$ cat src/rtl/address_generation_unit_mc.sv
// ---------------------------------------------------------------------------
// address_generation_unit_mc
//
// Multi-channel address generation unit. Holds NCH independent pointer
// channels, each with its own base, length, signed step and mode (linear or
// circular). Serves one address request per cycle through a registered
// output stage with valid/ready backpressure.
//
// Ports
//   i_clk          system clock, rising edge
//   i_s_reset      synchronous active-high reset
//   i_cfg_we       configuration write strobe (always accepted)
//   i_cfg_ch       channel being configured
//   i_cfg_sel      0=base (also loads ptr) 1=length 2=step 3=mode
//   i_cfg_wdata    write data (step uses [STEP_W-1:0], mode uses [0])
//   i_req_valid    address request
//   o_req_ready    request accepted when i_req_valid && o_req_ready
//   i_req_ch       channel addressed by the request
//   i_req_op       00 peek, 01 post-modify, 10 pre-modify, 11 reload
//   o_addr_valid   output address valid
//   i_addr_ready   downstream accepts the output
//   o_addr         generated address
//   o_addr_ch      channel that produced o_addr
//   o_addr_wrap    pointer update wrapped (circular or 2^ADDR_W overflow)
// ---------------------------------------------------------------------------
module address_generation_unit_mc #(
    parameter int ADDR_W = 16,
    parameter int NCH    = 4,
    parameter int STEP_W = 8
) (
    input  logic                   i_clk,
    input  logic                   i_s_reset,
    input  logic                   i_cfg_we,
    input  logic [$clog2(NCH)-1:0] i_cfg_ch,
    input  logic [1:0]             i_cfg_sel,
    input  logic [ADDR_W-1:0]      i_cfg_wdata,
    input  logic                   i_req_valid,
    output logic                   o_req_ready,
    input  logic [$clog2(NCH)-1:0] i_req_ch,
    input  logic [1:0]             i_req_op,
    output logic                   o_addr_valid,
    input  logic                   i_addr_ready,
    output logic [ADDR_W-1:0]      o_addr,
    output logic [$clog2(NCH)-1:0] o_addr_ch,
    output logic                   o_addr_wrap
);

    localparam int CH_W = $clog2(NCH);
    // Sum width: one carry bit plus one sign bit so a borrow below zero is
    // distinguishable from a large positive sum in circular mode.
    localparam int SW   = ADDR_W + 2;

    localparam logic [1:0] OP_PEEK   = 2'b00;
    localparam logic [1:0] OP_POST   = 2'b01;
    localparam logic [1:0] OP_PRE    = 2'b10;
    localparam logic [1:0] OP_RELOAD = 2'b11;

    localparam logic [1:0] SEL_BASE = 2'd0;
    localparam logic [1:0] SEL_LEN  = 2'd1;
    localparam logic [1:0] SEL_STEP = 2'd2;
    localparam logic [1:0] SEL_MODE = 2'd3;

    // Per-channel state
    logic [ADDR_W-1:0] r_ptr  [NCH];
    logic [ADDR_W-1:0] r_base [NCH];
    logic [ADDR_W-1:0] r_len  [NCH];
    logic [STEP_W-1:0] r_step [NCH];
    logic              r_mode [NCH];

    // Output stage
    logic              r_addr_valid;
    logic [ADDR_W-1:0] r_addr;
    logic [CH_W-1:0]   r_addr_ch;
    logic              r_addr_wrap;

    // Selected channel view
    logic [ADDR_W-1:0] w_ptr;
    logic [ADDR_W-1:0] w_base;
    logic [ADDR_W-1:0] w_len;
    logic [STEP_W-1:0] w_step;
    logic              w_mode;

    logic [SW-1:0]     w_step_ext;
    logic [SW-1:0]     w_sum;
    logic              w_sum_neg;
    logic [ADDR_W:0]   w_sum_lo;
    logic [ADDR_W:0]   w_lim;
    logic [ADDR_W-1:0] w_sum_trunc;

    logic [ADDR_W-1:0] w_nxt;
    logic              w_nxt_wrap;

    logic [ADDR_W-1:0] w_res_addr;
    logic              w_res_wrap;
    logic              w_upd;
    logic [ADDR_W-1:0] w_upd_val;

    logic              w_accept;

    assign o_req_ready = !r_addr_valid || i_addr_ready;
    assign w_accept    = i_req_valid && o_req_ready;

    assign w_ptr  = r_ptr[i_req_ch];
    assign w_base = r_base[i_req_ch];
    assign w_len  = r_len[i_req_ch];
    assign w_step = r_step[i_req_ch];
    assign w_mode = r_mode[i_req_ch];

    assign w_step_ext  = {{(SW-STEP_W){w_step[STEP_W-1]}}, w_step};
    assign w_sum       = {2'b00, w_ptr} + w_step_ext;
    assign w_sum_neg   = w_sum[SW-1];
    assign w_sum_lo    = w_sum[ADDR_W:0];
    assign w_sum_trunc = w_sum[ADDR_W-1:0];
    assign w_lim       = {1'b0, w_base} + {1'b0, w_len};

    // Next pointer value. In linear mode bit ADDR_W of the sum is set both on
    // a carry (positive step) and on a borrow (negative step), so it serves
    // directly as the wrap flag.
    always_comb begin
        w_nxt      = w_sum_trunc;
        w_nxt_wrap = w_sum[ADDR_W];
        if (w_mode) begin
            if (w_len == '0) begin
                w_nxt      = w_base;
                w_nxt_wrap = 1'b0;
            end else if (!w_sum_neg && (w_sum_lo >= w_lim)) begin
                w_nxt      = w_sum_trunc - w_len;
                w_nxt_wrap = 1'b1;
            end else if (w_sum_neg || (w_sum_lo < {1'b0, w_base})) begin
                w_nxt      = w_sum_trunc + w_len;
                w_nxt_wrap = 1'b1;
            end else begin
                w_nxt      = w_sum_trunc;
                w_nxt_wrap = 1'b0;
            end
        end
    end

    // Result of the requested operation
    always_comb begin
        w_res_addr = w_ptr;
        w_res_wrap = 1'b0;
        w_upd      = 1'b0;
        w_upd_val  = w_ptr;
        case (i_req_op)
            OP_PEEK: begin
                w_res_addr = w_ptr;
                w_res_wrap = 1'b0;
            end
            OP_POST: begin
                w_res_addr = w_ptr;
                w_res_wrap = w_nxt_wrap;
                w_upd      = 1'b1;
                w_upd_val  = w_nxt;
            end
            OP_PRE: begin
                w_res_addr = w_nxt;
                w_res_wrap = w_nxt_wrap;
                w_upd      = 1'b1;
                w_upd_val  = w_nxt;
            end
            OP_RELOAD: begin
                w_res_addr = w_base;
                w_res_wrap = 1'b0;
                w_upd      = 1'b1;
                w_upd_val  = w_base;
            end
            default: begin
                w_res_addr = w_ptr;
                w_res_wrap = 1'b0;
            end
        endcase
    end

    // Channel registers. The configuration write is evaluated after the
    // request update so a base write to the same channel overrides the
    // pointer update from a request in the same cycle.
    always_ff @(posedge i_clk) begin
        if (i_s_reset) begin
            for (int i = 0; i < NCH; i++) begin
                r_ptr[i]  <= '0;
                r_base[i] <= '0;
                r_len[i]  <= '0;
                r_step[i] <= STEP_W'(1);
                r_mode[i] <= 1'b0;
            end
        end else begin
            for (int i = 0; i < NCH; i++) begin
                if (w_accept && w_upd && (i_req_ch == CH_W'(i))) begin
                    r_ptr[i] <= w_upd_val;
                end
                if (i_cfg_we && (i_cfg_ch == CH_W'(i))) begin
                    case (i_cfg_sel)
                        SEL_BASE: begin
                            r_base[i] <= i_cfg_wdata;
                            r_ptr[i]  <= i_cfg_wdata;
                        end
                        SEL_LEN:  r_len[i]  <= i_cfg_wdata;
                        SEL_STEP: r_step[i] <= i_cfg_wdata[STEP_W-1:0];
                        SEL_MODE: r_mode[i] <= i_cfg_wdata[0];
                        default:  r_len[i]  <= r_len[i];
                    endcase
                end
            end
        end
    end

    // Registered output stage; holds while valid and not accepted downstream.
    always_ff @(posedge i_clk) begin
        if (i_s_reset) begin
            r_addr_valid <= 1'b0;
            r_addr       <= '0;
            r_addr_ch    <= '0;
            r_addr_wrap  <= 1'b0;
        end else if (o_req_ready) begin
            r_addr_valid <= i_req_valid;
            if (i_req_valid) begin
                r_addr      <= w_res_addr;
                r_addr_ch   <= i_req_ch;
                r_addr_wrap <= w_res_wrap;
            end
        end
    end

    assign o_addr_valid = r_addr_valid;
    assign o_addr       = r_addr;
    assign o_addr_ch    = r_addr_ch;
    assign o_addr_wrap  = r_addr_wrap;

endmodule

$ cat config.mk
export PLATFORM = sky130hd
export DESIGN_NAME = address_generation_unit_mc
export DESIGN_NICKNAME = d
export VERILOG_FILES = /design/src/rtl/address_generation_unit_mc.sv
export SDC_FILE = /design/constraint.sdc
export NUM_CORES = 1
export LEC_CHECK = 0
export CAP_MARGIN = 30
export CORE_MARGIN = 1.5
export CORE_UTILIZATION = 63
export DETAILED_ROUTE_END_ITERATION = 7
export HOLD_SLACK_MARGIN = 0.15
export PLACE_DENSITY = 0.85
export SETUP_SLACK_MARGIN = 0.05
export SLEW_MARGIN = 25
export SYNTH_ARGS = -nofsm -noshare
export SYNTH_HDL_FRONTEND = slang
export SYNTH_SLANG_ARGS = --single-unit
$ cat constraint.sdc
create_clock -name i_clk -period 10.68 [get_ports i_clk]
set_clock_uncertainty 0.15 [all_clocks]
set_input_delay 2.136 -clock i_clk [delete_from_list [all_inputs] [get_ports i_clk]]
set_output_delay 2.136 -clock i_clk [all_outputs]
set_load 0.1 [all_outputs]
==> flow_metrics.env <==
export IMPL_avgSynthCellArea_um2=11.2
export IMPL_layout_drive_gt1_share_pct=10.7
export IMPL_seq_area_um2=7250
export IMPL_p_leak_nw=6.75
export IMPL_crit_type="in -> reg"
export IMPL_synth_nets=1544
export IMPL_drt_first_pass_iters=8
export IMPL_hold_start="o_addr_ch[0]"
export IMPL_drv_slew=0
export IMPL_whs_endpoint="o_addr_ch[0]"
export IMPL_ff2ff_setup_slack_ns=3.89
export IMPL_die_w_um=162
export IMPL_pin_count=50
export IMPL_start_util_pct=64.6
export IMPL_grt_max_degree=48
export IMPL_final_nets=1586
export IMPL_area_delta_synth_final_pct=11.0
export IMPL_cts_resized=0
export IMPL_core_area_um2=24500
export IMPL_synth_edf_count=228
export IMPL_cp_data_arrival_time_ns=8.84
export IMPL_synthDistinctLibCells=85
export IMPL_critPathMaxFanout=24
export IMPL_async_flop_share_pct=0
export IMPL_slowest_stage="a222oi_1"
export IMPL_peakVddDrop_v=0.000127
export IMPL_cts_hold_buf=0
export IMPL_hold_violations=0
export IMPL_critPathLaunchType="primary input"
export IMPL_drc=1
export IMPL_ant_nets=0
export IMPL_tightest_slew_ns=1.02
export IMPL_num_fill_cells=1699
export IMPL_multi_input_area_um2=8040
export IMPL_drtIter0Drc=1694
export IMPL_cts_tree="yes"
export IMPL_grt_usage_pct=37.1
export IMPL_p_comb_share_pct=43.6
export IMPL_synth_cells=1415
export IMPL_setup_violations=0
export IMPL_cts_setup_buffers=0
export IMPL_clk_latency_ns=0.54
export IMPL_pre_cts_ws_ns=1.55
export IMPL_netlist_area_um2=15900
export IMPL_swShare_pct=38.7
export IMPL_crit_path_end_kind="flop"
export IMPL_regToRegStartpoint="r_base[3][1]"
export IMPL_powerDensity_nw_per_um2=203
export IMPL_r2r_end="r_ptr[2][5]"
export IMPL_violations="design-rule violations"
export IMPL_cp_common_cell="a21oi_1"
export IMPL_timing_critical_path_cells="buf_2 -> buf_4 -> mux4_2 -> ha_1 -> a21oi_1 -> o21ai_0 -> a21oi_1 -> o21bai_1 -> a21oi_1 -> o21ai_0 -> o41ai_1 -> o2111ai_1 -> a21oi_1 -> xor2_1 -> ha_1 -> a21o_1 -> a21o_1 -> a41o_1 -> o31ai_2 -> buf_4 -> a21oi_1 -> a222oi_1 -> o21bai_1"
export IMPL_slew_headroom_pct=32.1
export IMPL_antenna_found_initial=0
export IMPL_diodes=0
export IMPL_cts_buffer_depth=3
export IMPL_ys_flop_type="edfxtp_1"
export IMPL_grt_overflow_total=0
export IMPL_seq_power_share_pct=32.2
export IMPL_cts_root_buf="clkbuf_16"
export IMPL_hold_path_class="reg -> reg"
export IMPL_rsz0062_at_grt="false"
export IMPL_hold_depth=2
export IMPL_routedWlPerCell_um=26.7
export IMPL_yosysSeqAreaShare_pct=45.7
export IMPL_critPathMaxStageDelay_ns=0.63
export IMPL_path_delay_family="compound AO/OA/AOI/OAI gates"
export IMPL_outcome="finished with violations"
export IMPL_synth_seq_cells=248
export IMPL_place_congestion=1.04
export IMPL_cts_clk_slew_worst_paths_ns=0.06
export IMPL_postRouteWirelength_um=48100
export IMPL_dp_hpwl_um=34200
export IMPL_fin_setup_tns_ns=0
export IMPL_worst_slack_ns=1.95
export IMPL_cts_sink_count=248
export IMPL_port_buffers=49
export IMPL_p_sw_mw=1.38
export IMPL_routed_via_density=7.06
export IMPL_cts_htree_levels=1
export IMPL_cts_buffers_inserted=26
export IMPL_max_freq_mhz=115
export IMPL_p_clk_share_pct=24.2
export IMPL_period_share_pct=81.8
export IMPL_p_int_mw=2.19
export IMPL_grt_pass1_vias=12400
export IMPL_final_common_cell="edfxtp_1"
export IMPL_max_cap_violations=0
export IMPL_cp_data_required_time_ns=10.79
export IMPL_dieArea_um2=26100
export IMPL_cp_num_buf_inv=3
export IMPL_vias=12700
export IMPL_rows=57
export IMPL_final_cell_mix="edfxtp_1, and2_1, nor2_1"
export IMPL_grt_pass1_wl_um=72700
export IMPL_ys_warnings_count=0
export IMPL_reg2reg_depth=22
export IMPL_die_h_um=162
export IMPL_fin_crit_ns=8.73
kinds of logic after synthesis:
logic type | share of synthesized area (%)
DFF | 45.7
xor gates and xnor gates | 2.52
and+or+nand+nor | 14.9
buffers and inverters | 3.61
adders and majority gates | 8.22
AOI/OAI and AO/OA | 16.6
muxes | 8.41
routing by layer:
layer  wire length, um  global-route usage [%]  vias up  share of wire [%]
li1                  -                       -     5426                  -
met1             17600                    49.3     6104                 37
met2             21800                    57.7      961                 45
met3              5930                    8.32      217                 12
met4              2790                    18.8        0                5.8
met5                 0                       0        -                  0
worst reg2reg max path, cell delays in order, from the launching register on:
cell	delay (ns)
edfxtp_1	0.37
mux4_2	0.58
ha_1	0.31
a21o_1	0.15
a21oi_1	0.23
o21ai_0	0.11
a21oi_1	0.23
o21bai_1	0.10
a21oi_1	0.24
o21ai_0	0.17
o41ai_1	0.56
o2111ai_1	0.23
a21oi_1	0.21
xor2_1	0.17
ha_1	0.26
a21o_1	0.16
a21o_1	0.17
a41o_1	0.35
o31ai_2	0.59
buf_4	0.27
a21oi_1	0.10
a222oi_1	0.63
o21bai_1	0.18
power groups by stage:
stage	logic, mW	registers (mW)	clock network (mW)
after floorplan	1.03	1.22	0
after global placement	1.47	1.16	0
after detailed placement	1.49	1.17	0
after CTS	1.50	1.15	0.861
after global routing	1.66	1.15	0.896
final	1.55	1.15	0.862
area by class of cell:
type	instances	share of cell area, %
inverter	80	1.71
sequential	248	41.2
tap	324	2.30
clock inverter	8	0.391
multi-input combinational	1018	45.7
clock buffer	40	4.17
timing repair buffer	83	4.56
synth_stat cells, types with 5 or more instances:
cell type	n	area share, %
a2111oi_0	6	0.33
a211oi_1	14	0.66
a21o_1	20	0.95
a21oi_1	75	2.4
a221o_1	7	0.44
a221oi_1	15	0.83
a31oi_1	13	0.51
and2_1	148	5.8
buf_1	11	0.26
buf_2	8	0.25
clkbuf_1	49	1.2
dfxtp_1	20	2.5
edfxtp_1	228	43
ha_1	96	7.6
inv_1	80	1.9
mux2i_1	5	0.32
mux4_2	56	8.0
nand2_1	66	1.6
nand2b_1	21	0.83
nand3_1	14	0.44
nand4_1	8	0.32
nor2_1	102	2.4
nor2b_1	17	0.67
nor3_1	17	0.54
nor4_1	8	0.32
o2111ai_1	5	0.28
o211ai_1	12	0.57
o21a_1	18	0.85
o21ai_0	30	0.95
o21ai_1	5	0.16
o21bai_1	72	3.4
o22ai_1	16	0.63
o31a_1	5	0.28
o31ai_1	8	0.38
or2_2	6	0.24
or3_1	14	0.55
xnor2_1	30	1.7
xor2_1	12	0.66
state kept, by name (all words and copies together), names as in the netlist:
| signal | flops |
|---|---|
| r_base | 64 |
| r_len | 64 |
| r_ptr | 64 |
| r_step | 32 |
| o_addr | 16 |
| r_mode | 4 |
| o_addr_ch | 2 |
| o_addr_valid | 1 |
| o_addr_wrap | 1 |
stage by stage:
stage	power (mW)	utilization (%)	cells	cell area, um^2	hold slack (ns)
final	3.57	71.7	1801	17600	0.311
after floorplan	2.25	-	1415	15900	0.608
after detailed placement	2.66	68.3	1749	16700	0.299
after global placement	2.63	68.0	1745	16700	0.294
after CTS	3.51	71.5	1797	17500	0.311
after global routing	3.71	71.7	1801	17600	0.326
how the worst max path moves through the flow:
stage | from | end | slack [ns] | cells after the start
4_1_cts | i_req_ch[0] | r_ptr[2][7] | 2.05 | 23
6_report | i_req_ch[1] | r_ptr[2][5] | 1.95 | 23
3_5_place_dp | i_req_ch[0] | r_ptr[2][7] | 1.55 | 23
3_3_place_gp | i_req_ch[0] | r_ptr[0][7] | 1.71 | 23
2_1_floorplan | i_req_ch[0] | r_ptr[0][4] | 1.67 | 27
5_1_grt | i_req_ch[0] | r_ptr[2][7] | 1.44 | 23
Power figures use the tool's default switching activity.
